**config.mk**
```make
export PLATFORM = sky130hd
export DESIGN_NAME = rv32i_decode_execute
export DESIGN_NICKNAME = d
export VERILOG_FILES = /design/src/rtl/rvdx_pkg.sv /design/src/rtl/rvdx_regfile.sv /design/src/rtl/rv32i_decode_execute.sv
export SDC_FILE = /design/constraint.sdc
export NUM_CORES = 2
export LEC_CHECK = 0
export BUFFER_PORTS_ARGS = -buffer_cell sky130_fd_sc_hd__clkbuf_2
export CORE_MARGIN = 2
export CORE_UTILIZATION = 64
export DETAILED_ROUTE_END_ITERATION = 16
export HOLD_SLACK_MARGIN = 0.05
export MAX_ROUTING_LAYER = met4
export PLACE_DENSITY = 0.79
export RECOVER_POWER = 25
export SLEW_MARGIN = 20
export SYNTH_ARGS = -nofsm -noshare
export SYNTH_HDL_FRONTEND = slang
export SYNTH_HIERARCHICAL = 1
export SYNTH_SLANG_ARGS = --single-unit
export TNS_END_PERCENT = 30
```
**constraint.sdc**
```tcl
create_clock -name clock -period 11.8 [get_ports clock]
set_input_delay 2.36 -clock clock [delete_from_list [all_inputs] [get_ports clock]]
set_output_delay 2.36 -clock clock [all_outputs]
set_load 0.01 [all_outputs]
```
**src/rtl/rvdx_pkg.sv**
```systemverilog
// Shared decode definitions for the RV32I decode/execute slice: opcodes,
// ALU operations, operand selects, immediate formats and next-PC encodings.
package rvdx_pkg;

    localparam logic [6:0] OP_R      = 7'b0110011;
    localparam logic [6:0] OP_IMM    = 7'b0010011;
    localparam logic [6:0] OP_LOAD   = 7'b0000011;
    localparam logic [6:0] OP_STORE  = 7'b0100011;
    localparam logic [6:0] OP_BRANCH = 7'b1100011;
    localparam logic [6:0] OP_JAL    = 7'b1101111;
    localparam logic [6:0] OP_JALR   = 7'b1100111;
    localparam logic [6:0] OP_LUI    = 7'b0110111;
    localparam logic [6:0] OP_AUIPC  = 7'b0010111;

    localparam logic [1:0] NPC_SEQ    = 2'b00;
    localparam logic [1:0] NPC_BRANCH = 2'b01;
    localparam logic [1:0] NPC_JAL    = 2'b10;
    localparam logic [1:0] NPC_JALR   = 2'b11;

    typedef enum logic [3:0] {
        ALU_ADD, ALU_SUB, ALU_SLL, ALU_SLT, ALU_SLTU,
        ALU_XOR, ALU_SRL, ALU_SRA, ALU_OR,  ALU_AND
    } alu_op_t;

    typedef enum logic [2:0] {
        IMM_NONE, IMM_I, IMM_S, IMM_B, IMM_U, IMM_J
    } imm_fmt_t;

    typedef enum logic [1:0] {A_ZERO, A_RS1, A_PC} a_sel_t;
    typedef enum logic [1:0] {B_ZERO, B_RS2, B_IMM, B_FOUR} b_sel_t;

    // sub: funct7[5] may select SUB (R-type only); arith: funct7[5] selects SRA.
    function automatic alu_op_t alu_decode(input logic [2:0] funct3,
                                           input logic sub,
                                           input logic arith);
        case (funct3)
            3'b000:  return sub ? ALU_SUB : ALU_ADD;
            3'b001:  return ALU_SLL;
            3'b010:  return ALU_SLT;
            3'b011:  return ALU_SLTU;
            3'b100:  return ALU_XOR;
            3'b101:  return arith ? ALU_SRA : ALU_SRL;
            3'b110:  return ALU_OR;
            default: return ALU_AND;
        endcase
    endfunction

endpackage

```
**src/rtl/rvdx_regfile.sv**
```systemverilog
// 32-entry register file: two combinational read ports without write bypass,
// one write port, asynchronous active-low clear; x0 reads as zero.
module rvdx_regfile
    import rvdx_pkg::*;
#(
    parameter int DATA_WIDTH = 32
) (
    input  logic                  clock,
    input  logic                  reset,
    input  logic [4:0]            rs1_addr,
    input  logic [4:0]            rs2_addr,
    output logic [DATA_WIDTH-1:0] rs1_data,
    output logic [DATA_WIDTH-1:0] rs2_data,
    input  logic                  write,
    input  logic [4:0]            write_reg,
    input  logic [DATA_WIDTH-1:0] write_data
);

    logic [DATA_WIDTH-1:0] regs [32];

    // NOTE: the whole array is cleared on reset because software relies on
    // zeroed registers, so this maps to flops rather than a RAM macro.
    // NOTE: non-blocking assignments keep every read this cycle on old state.
    always_ff @(posedge clock or negedge reset) begin
        if (!reset) begin
            for (int i = 0; i < 32; i++) regs[i] <= '0;
        end else if (write && write_reg != 5'd0) begin
            regs[write_reg] <= write_data;
        end
    end

    assign rs1_data = (rs1_addr == 5'd0) ? '0 : regs[rs1_addr];
    assign rs2_data = (rs2_addr == 5'd0) ? '0 : regs[rs2_addr];

endmodule

```
**src/rtl/rv32i_decode_execute.sv**
```systemverilog
// RV32I single-cycle decode, control, ALU and next-PC target generation.
// Define RVDX_PERF_EN to add saturating cycle / taken-branch counters with report output.
module rv32i_decode_execute
    import rvdx_pkg::*;
#(
    parameter int CORE         = 0,
    parameter int DATA_WIDTH   = 32,
    parameter int ADDRESS_BITS = 10
) (
    input  logic                    clock,
    input  logic                    reset,
    input  logic [31:0]             instruction,
    input  logic [ADDRESS_BITS-1:0] PC,
    input  logic                    write,
    input  logic [4:0]              write_reg,
    input  logic [DATA_WIDTH-1:0]   write_data,
    input  logic                    report,
    output logic [4:0]              rd,
    output logic [DATA_WIDTH-1:0]   rs2_data,
    output logic [DATA_WIDTH-1:0]   ALU_result,
    output logic                    branch,
    output logic [1:0]              next_PC_sel,
    output logic [ADDRESS_BITS-1:0] branch_target,
    output logic [ADDRESS_BITS-1:0] JAL_target,
    output logic [ADDRESS_BITS-1:0] JALR_target,
    output logic                    memRead,
    output logic                    memWrite,
    output logic                    memtoReg,
    output logic                    regWrite
);

    logic [6:0]            opcode;
    logic [2:0]            funct3;
    logic [DATA_WIDTH-1:0] rs1_data;
    logic [DATA_WIDTH-1:0] pc_ext;
    logic [DATA_WIDTH-1:0] imm_i, imm_s, imm_b, imm_u, imm_j, imm;
    logic [DATA_WIDTH-1:0] alu_a, alu_b, jalr_sum;
    logic [4:0]            shamt;
    logic                  br_cond;
    alu_op_t               alu_op;
    imm_fmt_t              imm_fmt;
    a_sel_t                a_sel;
    b_sel_t                b_sel;

    assign opcode = instruction[6:0];
    assign funct3 = instruction[14:12];
    assign rd     = instruction[11:7];
    assign pc_ext = DATA_WIDTH'(PC);

    rvdx_regfile #(.DATA_WIDTH(DATA_WIDTH)) u_regfile (
        .clock      (clock),
        .reset      (reset),
        .rs1_addr   (instruction[19:15]),
        .rs2_addr   (instruction[24:20]),
        .rs1_data   (rs1_data),
        .rs2_data   (rs2_data),
        .write      (write),
        .write_reg  (write_reg),
        .write_data (write_data)
    );

    assign imm_i = DATA_WIDTH'($signed(instruction[31:20]));
    assign imm_s = DATA_WIDTH'($signed({instruction[31:25], instruction[11:7]}));
    assign imm_b = DATA_WIDTH'($signed({instruction[31], instruction[7],
                                        instruction[30:25], instruction[11:8], 1'b0}));
    assign imm_u = DATA_WIDTH'($signed({instruction[31:12], 12'b0}));
    assign imm_j = DATA_WIDTH'($signed({instruction[31], instruction[19:12],
                                        instruction[20], instruction[30:21], 1'b0}));

    // NOTE: every output of a combinational block gets a default first, so
    // opcodes that do not mention a signal can never infer a latch.
    always_comb begin
        a_sel       = A_ZERO;
        b_sel       = B_ZERO;
        imm_fmt     = IMM_NONE;
        alu_op      = ALU_ADD;
        next_PC_sel = NPC_SEQ;
        memRead     = 1'b0;
        memWrite    = 1'b0;
        memtoReg    = 1'b0;
        regWrite    = 1'b0;
        case (opcode)
            OP_R: begin
                a_sel    = A_RS1;
                b_sel    = B_RS2;
                alu_op   = alu_decode(funct3, instruction[30], instruction[30]);
                regWrite = 1'b1;
            end
            OP_IMM: begin
                a_sel    = A_RS1;
                b_sel    = B_IMM;
                imm_fmt  = IMM_I;
                alu_op   = alu_decode(funct3, 1'b0, instruction[30]);
                regWrite = 1'b1;
            end
            OP_LOAD: begin
                a_sel    = A_RS1;
                b_sel    = B_IMM;
                imm_fmt  = IMM_I;
                memRead  = 1'b1;
                memtoReg = 1'b1;
                regWrite = 1'b1;
            end
            OP_STORE: begin
                a_sel    = A_RS1;
                b_sel    = B_IMM;
                imm_fmt  = IMM_S;
                memWrite = 1'b1;
            end
            OP_BRANCH: begin
                a_sel       = A_RS1;
                b_sel       = B_RS2;
                alu_op      = ALU_SUB;
                next_PC_sel = NPC_BRANCH;
            end
            OP_JAL, OP_JALR: begin
                a_sel       = A_PC;
                b_sel       = B_FOUR;
                next_PC_sel = (opcode == OP_JAL) ? NPC_JAL : NPC_JALR;
                regWrite    = 1'b1;
            end
            OP_LUI, OP_AUIPC: begin
                a_sel    = (opcode == OP_AUIPC) ? A_PC : A_ZERO;
                b_sel    = B_IMM;
                imm_fmt  = IMM_U;
                regWrite = 1'b1;
            end
            default: ;
        endcase
    end

    always_comb begin
        case (imm_fmt)
            IMM_I:   imm = imm_i;
            IMM_S:   imm = imm_s;
            IMM_B:   imm = imm_b;
            IMM_U:   imm = imm_u;
            IMM_J:   imm = imm_j;
            default: imm = '0;
        endcase
        case (a_sel)
            A_RS1:   alu_a = rs1_data;
            A_PC:    alu_a = pc_ext;
            default: alu_a = '0;
        endcase
        case (b_sel)
            B_RS2:   alu_b = rs2_data;
            B_IMM:   alu_b = imm;
            B_FOUR:  alu_b = DATA_WIDTH'(4);
            default: alu_b = '0;
        endcase
    end

    assign shamt = alu_b[4:0];

    always_comb begin
        ALU_result = '0;
        case (alu_op)
            ALU_ADD:  ALU_result = alu_a + alu_b;
            ALU_SUB:  ALU_result = alu_a - alu_b;
            ALU_SLL:  ALU_result = alu_a << shamt;
            ALU_SLT:  ALU_result = DATA_WIDTH'($signed(alu_a) < $signed(alu_b));
            ALU_SLTU: ALU_result = DATA_WIDTH'(alu_a < alu_b);
            ALU_XOR:  ALU_result = alu_a ^ alu_b;
            ALU_SRL:  ALU_result = alu_a >> shamt;
            ALU_SRA:  ALU_result = DATA_WIDTH'($signed(alu_a) >>> shamt);
            ALU_OR:   ALU_result = alu_a | alu_b;
            ALU_AND:  ALU_result = alu_a & alu_b;
            default:  ALU_result = '0;
        endcase
    end

    always_comb begin
        br_cond = 1'b0;
        case (funct3)
            3'b000:  br_cond = (rs1_data == rs2_data);
            3'b001:  br_cond = (rs1_data != rs2_data);
            3'b100:  br_cond = ($signed(rs1_data) <  $signed(rs2_data));
            3'b101:  br_cond = ($signed(rs1_data) >= $signed(rs2_data));
            3'b110:  br_cond = (rs1_data <  rs2_data);
            3'b111:  br_cond = (rs1_data >= rs2_data);
            default: br_cond = 1'b0;
        endcase
    end

    assign branch = (opcode == OP_BRANCH) && br_cond;

    // Targets are formed at full data width and truncated to the PC width.
    assign jalr_sum      = rs1_data + imm_i;
    assign branch_target = ADDRESS_BITS'(pc_ext + imm_b);
    assign JAL_target    = ADDRESS_BITS'(pc_ext + imm_j);
    assign JALR_target   = {jalr_sum[ADDRESS_BITS-1:1], 1'b0};

`ifdef RVDX_PERF_EN
    logic [31:0] cycle_count;
    logic [31:0] taken_count;

    always_ff @(posedge clock or negedge reset) begin
        if (!reset) begin
            cycle_count <= '0;
            taken_count <= '0;
        end else begin
            if (cycle_count != '1) cycle_count <= cycle_count + 32'd1;
            if (branch && next_PC_sel == NPC_BRANCH && taken_count != '1)
                taken_count <= taken_count + 32'd1;
            if (report)
                $display("core %0d: %0d cycles, %0d taken branches",
                         CORE, cycle_count, taken_count);
        end
    end
`else
    logic unused_report;
    assign unused_report = report;
`endif

endmodule

```
Word-level counts from Yosys, hierarchy flattened
Index checks and enable logic that the tools add are counted. Widths: inputs -> output; s select.

Word-level logic and storage cells: 138. Input bits: 83. Flip-flop bits (word level): 1024.

Shift-type cells: 3. Reductions and logical operators: 15. Equality and inequality tests: 37. Multiplexer cells: 30. Bitwise operators: 6. Add/subtract/negate cells: 5. Order comparisons: 10.

Operators with widths (count): $bwmux 1024 (1); $bmux 32 s5 (2); $pmux 32 s10 (1); $mux 32 (7); $demux 32 s5 (1); $pmux 32 s5 (1); $lt 32x32->1 (4); $pmux 32 s3 (1); $ge 32x32->1 (2); $pmux 32 s2 (1); $pmux 4 s7 (2); $add 32x32->32 (1); $and 32x32->32 (1); $eq 32x32->1 (1); $ne 32x32->1 (1); $or 32x32->32 (1); $shl 32x5->32 (1); $shr 32x5->32 (1); $sshr 32x5->32 (1); $sub 32x32->32 (1); $xor 32x32->32 (1); $add 10x10->10 (3); $eq 7x6->1 const B (3); $eq 7x7->1 const B (3); 29 further kinds (64).

Depth between registers and ports, before layout
Depth after elaboration: 8. Depth in mapped cells: 30.

Hierarchy
Netlist, hierarchy kept.

By module, submodules not included: rvdx_regfile (area an instance 54075.6 um2, times used 1, cells each 3513, sequential area each 25624.6 um2); rv32i_decode_execute (area an instance 11692.5 um2, times used 1, cells each 1792, sequential area each 0.0 um2).

Least setup slack after synthesis
No wires, ideal clock.

Kind: input -> output. Start point: input port instruction[20]. End point: output port ALU_result[26]. Data required time: 9.440 ns. Path slack: 1.634 ns. Cell stages on the path: 27. Path buffers: 8. Arrival time: 7.806 ns. Cell sequence: buf_2 buf_6 buf_2 mux4_2 a2111oi_0 nor3_1 inv_1 nand3_1 a21o_1 buf_4 inv_2 buf_6 buf_2 buf_2 buf_1 ha_1 o21bai_1 nor3b_1 a31o_2 a31o_2 a21oi_1 o21bai_1 a211oi_1 o41ai_1 a221oi_1 a21o_1 a211o_1.

Cells in the longest elaborated chain, start to end: 8.

Ends and longest elaborated chain: start, declared (RTL line rv32i_decode_execute.sv:12) `input logic [31:0] instruction,`; $not 5->6 (not written as such) (RTL line rvdx_regfile.sv:33) `assign rs2_data = (rs2_addr == 5'd0) ? '0 : regs[rs2_addr];`; $bmux 32 s5 (RTL line rvdx_regfile.sv:33); $mux 32 (not written as such) (2 in a row) (RTL line rvdx_regfile.sv:33); $mux 32 * (RTL line rvdx_regfile.sv:33); named net rs2_data[2] (RTL line rv32i_decode_execute.sv:19) `output logic [DATA_WIDTH-1:0] rs2_data,`; $pmux 32 s3 * (RTL line rv32i_decode_execute.sv:146) `case (b_sel)`; $sub 32x32->32 (tied with other cells) (RTL line rv32i_decode_execute.sv:160) `ALU_SUB: ALU_result = alu_a - alu_b;`; $pmux 32 s10 * (RTL line rv32i_decode_execute.sv:158) `case (alu_op)`; end, declared (RTL line rv32i_decode_execute.sv:20) `output logic [DATA_WIDTH-1:0] ALU_result,`.

Mark *: on every way through the listed nets, which the timed path passes. The rest lies on a longest branch. The select of a mux whose other input is x is not followed.

Final worst setup path
Start point: input port instruction[23]. End point: output port ALU_result[0].

Cells in the longest elaborated chain, start to end: 8.

Ends and longest elaborated chain (RTL line): $not 5->6 (not written as such) (rvdx_regfile.sv:33); $bmux 32 s5 (rvdx_regfile.sv:33); $mux 32 (not written as such) (2 in a row) (rvdx_regfile.sv:33); $mux 32 (rvdx_regfile.sv:33); $pmux 32 s3 * (rv32i_decode_execute.sv:146); $sub 32x32->32 (tied with other cells) (rv32i_decode_execute.sv:160); $pmux 32 s10 * (rv32i_decode_execute.sv:158).

Mark *: on every way between the ends. The rest lies on a longest branch, timed or not. The select of a mux whose other input is x is not followed.

==> flow_summary.yaml <==
status:
  status: "finished, violations left"
  violations: "capacitance limit, slew limit"
detailed_routing:
  wirelength_um: 236000
  first_pass_iters: 8
  wl_per_cell_um: 34.8
  drc_errors: 0
  antenna_left: 0
  drt-initial-drc-count: 6794
  via_count: 51364
  vias_per_cell: 7.58
finish:
  reg_top3: "u_regfile/regs x1024"
  regMostFlops: "u_regfile/regs"
  syn2layout_area_growth_pct: 9.28
  fin_nets: 5556
  multi_input_area_sq_um: 37200
  drive_gt1_frac: 0.406
  fill_cells: 6992
  regArea_sq_um: 25600
  largest_reg_flops: 1024
sta:
  relSlewSlack: -2.72
  holdWs_ns: 0.393
  post-route-period-util: 0.988
  skew_ns: 0
  hold_violations: 0
  drv_slew: 540
  period_minus_slack_ns: 11.66
  tightest_slew_ns: 5.58
  rsz0062_at_grt: "no"
  fin_tns_setup_ns: 0
  max_freq_mhz: 85.8
  setup_violations: 0
floorplanning:
  num_rows: 117
  design.die.area_sq_um: 105000
  chipHeight_um: 325
  die_w_um: 325
  start_util: 0.645
  ios: 189
  coreArea_sq_um: 102000
placed_design:
  gp_congestion: 1.06
  dp_hpwl_um: 156000
  placement.io_buffers: 186
worst_setup_path:
  crit_family: "compound AO/OA/AOI/OAI gates"
  cp_slowest_cell: "or3_2"
  critical_path_class: "input pin to output port"
  worstPathArrival_ns: 9.30
  worstPathRequired_ns: 9.44
  worstRegToRegCells: 1
  startpoint_type: "input pin"
  crit_path_max_incr_delay_ns: 0.88
  endpoint_kind: "output port"
  path_buf_inv: 6
  crit_cells: 23
  crit_path_cell_trace: "clkbuf_2, or3_2, buf_4, o22ai_1, a2111oi_0, nor3_1, a22oi_1, ha_1, or3_1, a2111oi_1, buf_4, a2111o_1, nor3_1, a21oi_1, a2111oi_0, buf_4, o21ai_1, o221ai_1, o31a_1, o31ai_1, buf_4, o2111ai_1, clkbuf_2"
  reg2reg_slack_ns: 10.95
  path_max_fanout: 14
  timing.critical_path.mode_cell: "buf_4"
cts:
  clock_path_buffers: 3
  clk_pin_slew_worst_paths_ns: 0.06
  root_buffer: "clkbuf_16"
  cts_resized: 0
  clk_latency_ns: 0.71
  cts_tree: "built"
  cts_setup_buffers: 0
  clock_sink_count: 1024
  numCtsBuffers: 102
  htree_num_levels: 3
  hold_buffers: 0
logic_synthesis:
  syn_nets: 5546
  yosysMostFrequentCell: "dfrtp_1"
  synth_top_cell_area_share: 0.390
  netlist_instances: 5305
  avgSynthCellArea_sq_um: 12.4
  yosys_warnings: 6
  synth-seq-cells: 1024
  synth_area_leaders: "dfrtp_1 (39%), mux2_2 (18%), mux4_2 (16%), mux2i_1 (3.8%), ha_1 (2.9%)"
  yosysSeqAreaShare: 0.390
  synth_area_sq_um: 65800
  async_reset_ff_frac: 1.00
  synth_top_cells_by_count: "dfrtp_1 (1,024), mux2_2 (1,023), mux4_2 (473)"
  synth_top_area_cell: "dfrtp_1"
  synth_edf_count: 0
  yosysUniqueCellTypes: 97
  synth_ff_type: "dfrtp_1"
grt:
  grt_overflow: 0
  grt_usage: 0.458
  grt_max_degree: 168
  grt_first_pass_wirelength_um: 346000
  grt_pass1_vias: 51929
  antenna_found_initial: 10
power_and_ir_drop:
  power_mw: 10.6
  ir_drop_v: 0.000148
  p_leak_nw: 31.7
  pwr_density_cell_nw_per_um2: 148
run:
  cap_violations: 8
worst_hold_path:
  hp-class: "register to register"
  hold_depth: 0
-- through the flow --
| step | setup slack (ns) | instances | area, sq um | util |
|---|---|---|---|---|
| after floorplan | 1.63 | 5305 | 65800 | - |
| after global placement | 0.533 | 6579 | 68400 | 0.671 |
| after detailed placement | 0.536 | 6579 | 68400 | 0.671 |
| after CTS | 0.475 | 6761 | 71900 | 0.706 |
| after global routing | 0.185 | 6771 | 71900 | 0.705 |
| final | 0.145 | 6776 | 71900 | 0.705 |
-- final timing paths --
kind,start,to
max,instruction[23],ALU_result[0]
min,u_regfile/regs[1009],u_regfile/regs[1009]
max reg2reg,u_regfile/regs[250],u_regfile/regs[250]
min reg2reg,u_regfile/regs[1009],u_regfile/regs[1009]
max in group asynchronous,reset,u_regfile/regs[842]
min in group asynchronous,reset,u_regfile/regs[86]
-- cell families (layout without fill, tap and decap cells) --
family	count (synthesis)	after routing	share of synthesized area
xor+xnor	36	36	0.00479
flops	1024	1024	0.390
compound gates	948	948	0.102
buf+inv	712	800	0.0482
fa+ha+maj	159	159	0.0308
other cells	1	16	0.0000570
mux	1757	1757	0.377
simple gates	668	668	0.0478
-- cell type report --
class | count | area share
Sequential cell | 1024 | 0.357
Multi-Input combinational cell | 3569 | 0.518
Clock inverter | 28 | 0.00609
Tap cell | 1368 | 0.0238
Clock buffer | 154 | 0.0425
Timing Repair Buffer | 461 | 0.0445
Antenna cell | 15 | 0.000522
Inverter | 157 | 0.00820
-- layer usage --
layer  GRT usage  vias to the layer above  part of all wire
li1            -                    20343                 -
met1       0.551                    26238              0.35
met4       0.291                        0             0.075
met3       0.139                     1066              0.12
met2       0.676                     3717              0.45
met5           -                        -                 0
-- layout by cell type, fill, tap and decap left out, types with 20 or more instances in the layout --
master / netlist / routed
nand3_1: 47 / 46
o211ai_1: 41 / 41
o22ai_1: 97 / 96
a21o_1: 39 / 38
a22oi_1: 39 / 39
a221oi_1: 42 / 42
clkbuf_2: 0 / 177
clkbuf_8: 0 / 32
ha_1: 153 / 153
mux4_2: 473 / 473
xnor2_1: 27 / 27
nor2_1: 193 / 181
mux2i_1: 247 / 247
nor2b_1: 25 / 20
o21a_1: 23 / 23
o21ai_0: 99 / 98
mux2_2: 1023 / 1023
clkbuf_1: 292 / 30
dfrtp_1: 1024 / 1024
buf_4: 59 / 254
o21bai_1: 32 / 32
inv_1: 149 / 149
a211oi_1: 66 / 66
a22o_1: 54 / 54
nand2_1: 180 / 174
a2111oi_0: 36 / 36
a21oi_1: 201 / 201
o221ai_1: 41 / 41
nor3_1: 101 / 94
clkbuf_16: 0 / 102
-- power by group --
part | internal [mW] | total, mW | switching (mW)
registers | 4.18 | 4.72 | 0.536
logic | 1.38 | 2.50 | 1.12
clock network | 1.95 | 3.39 | 1.44
total | 7.51 | 10.6 | 3.10
No activity file was read; power rests on OpenSTA's default activity.
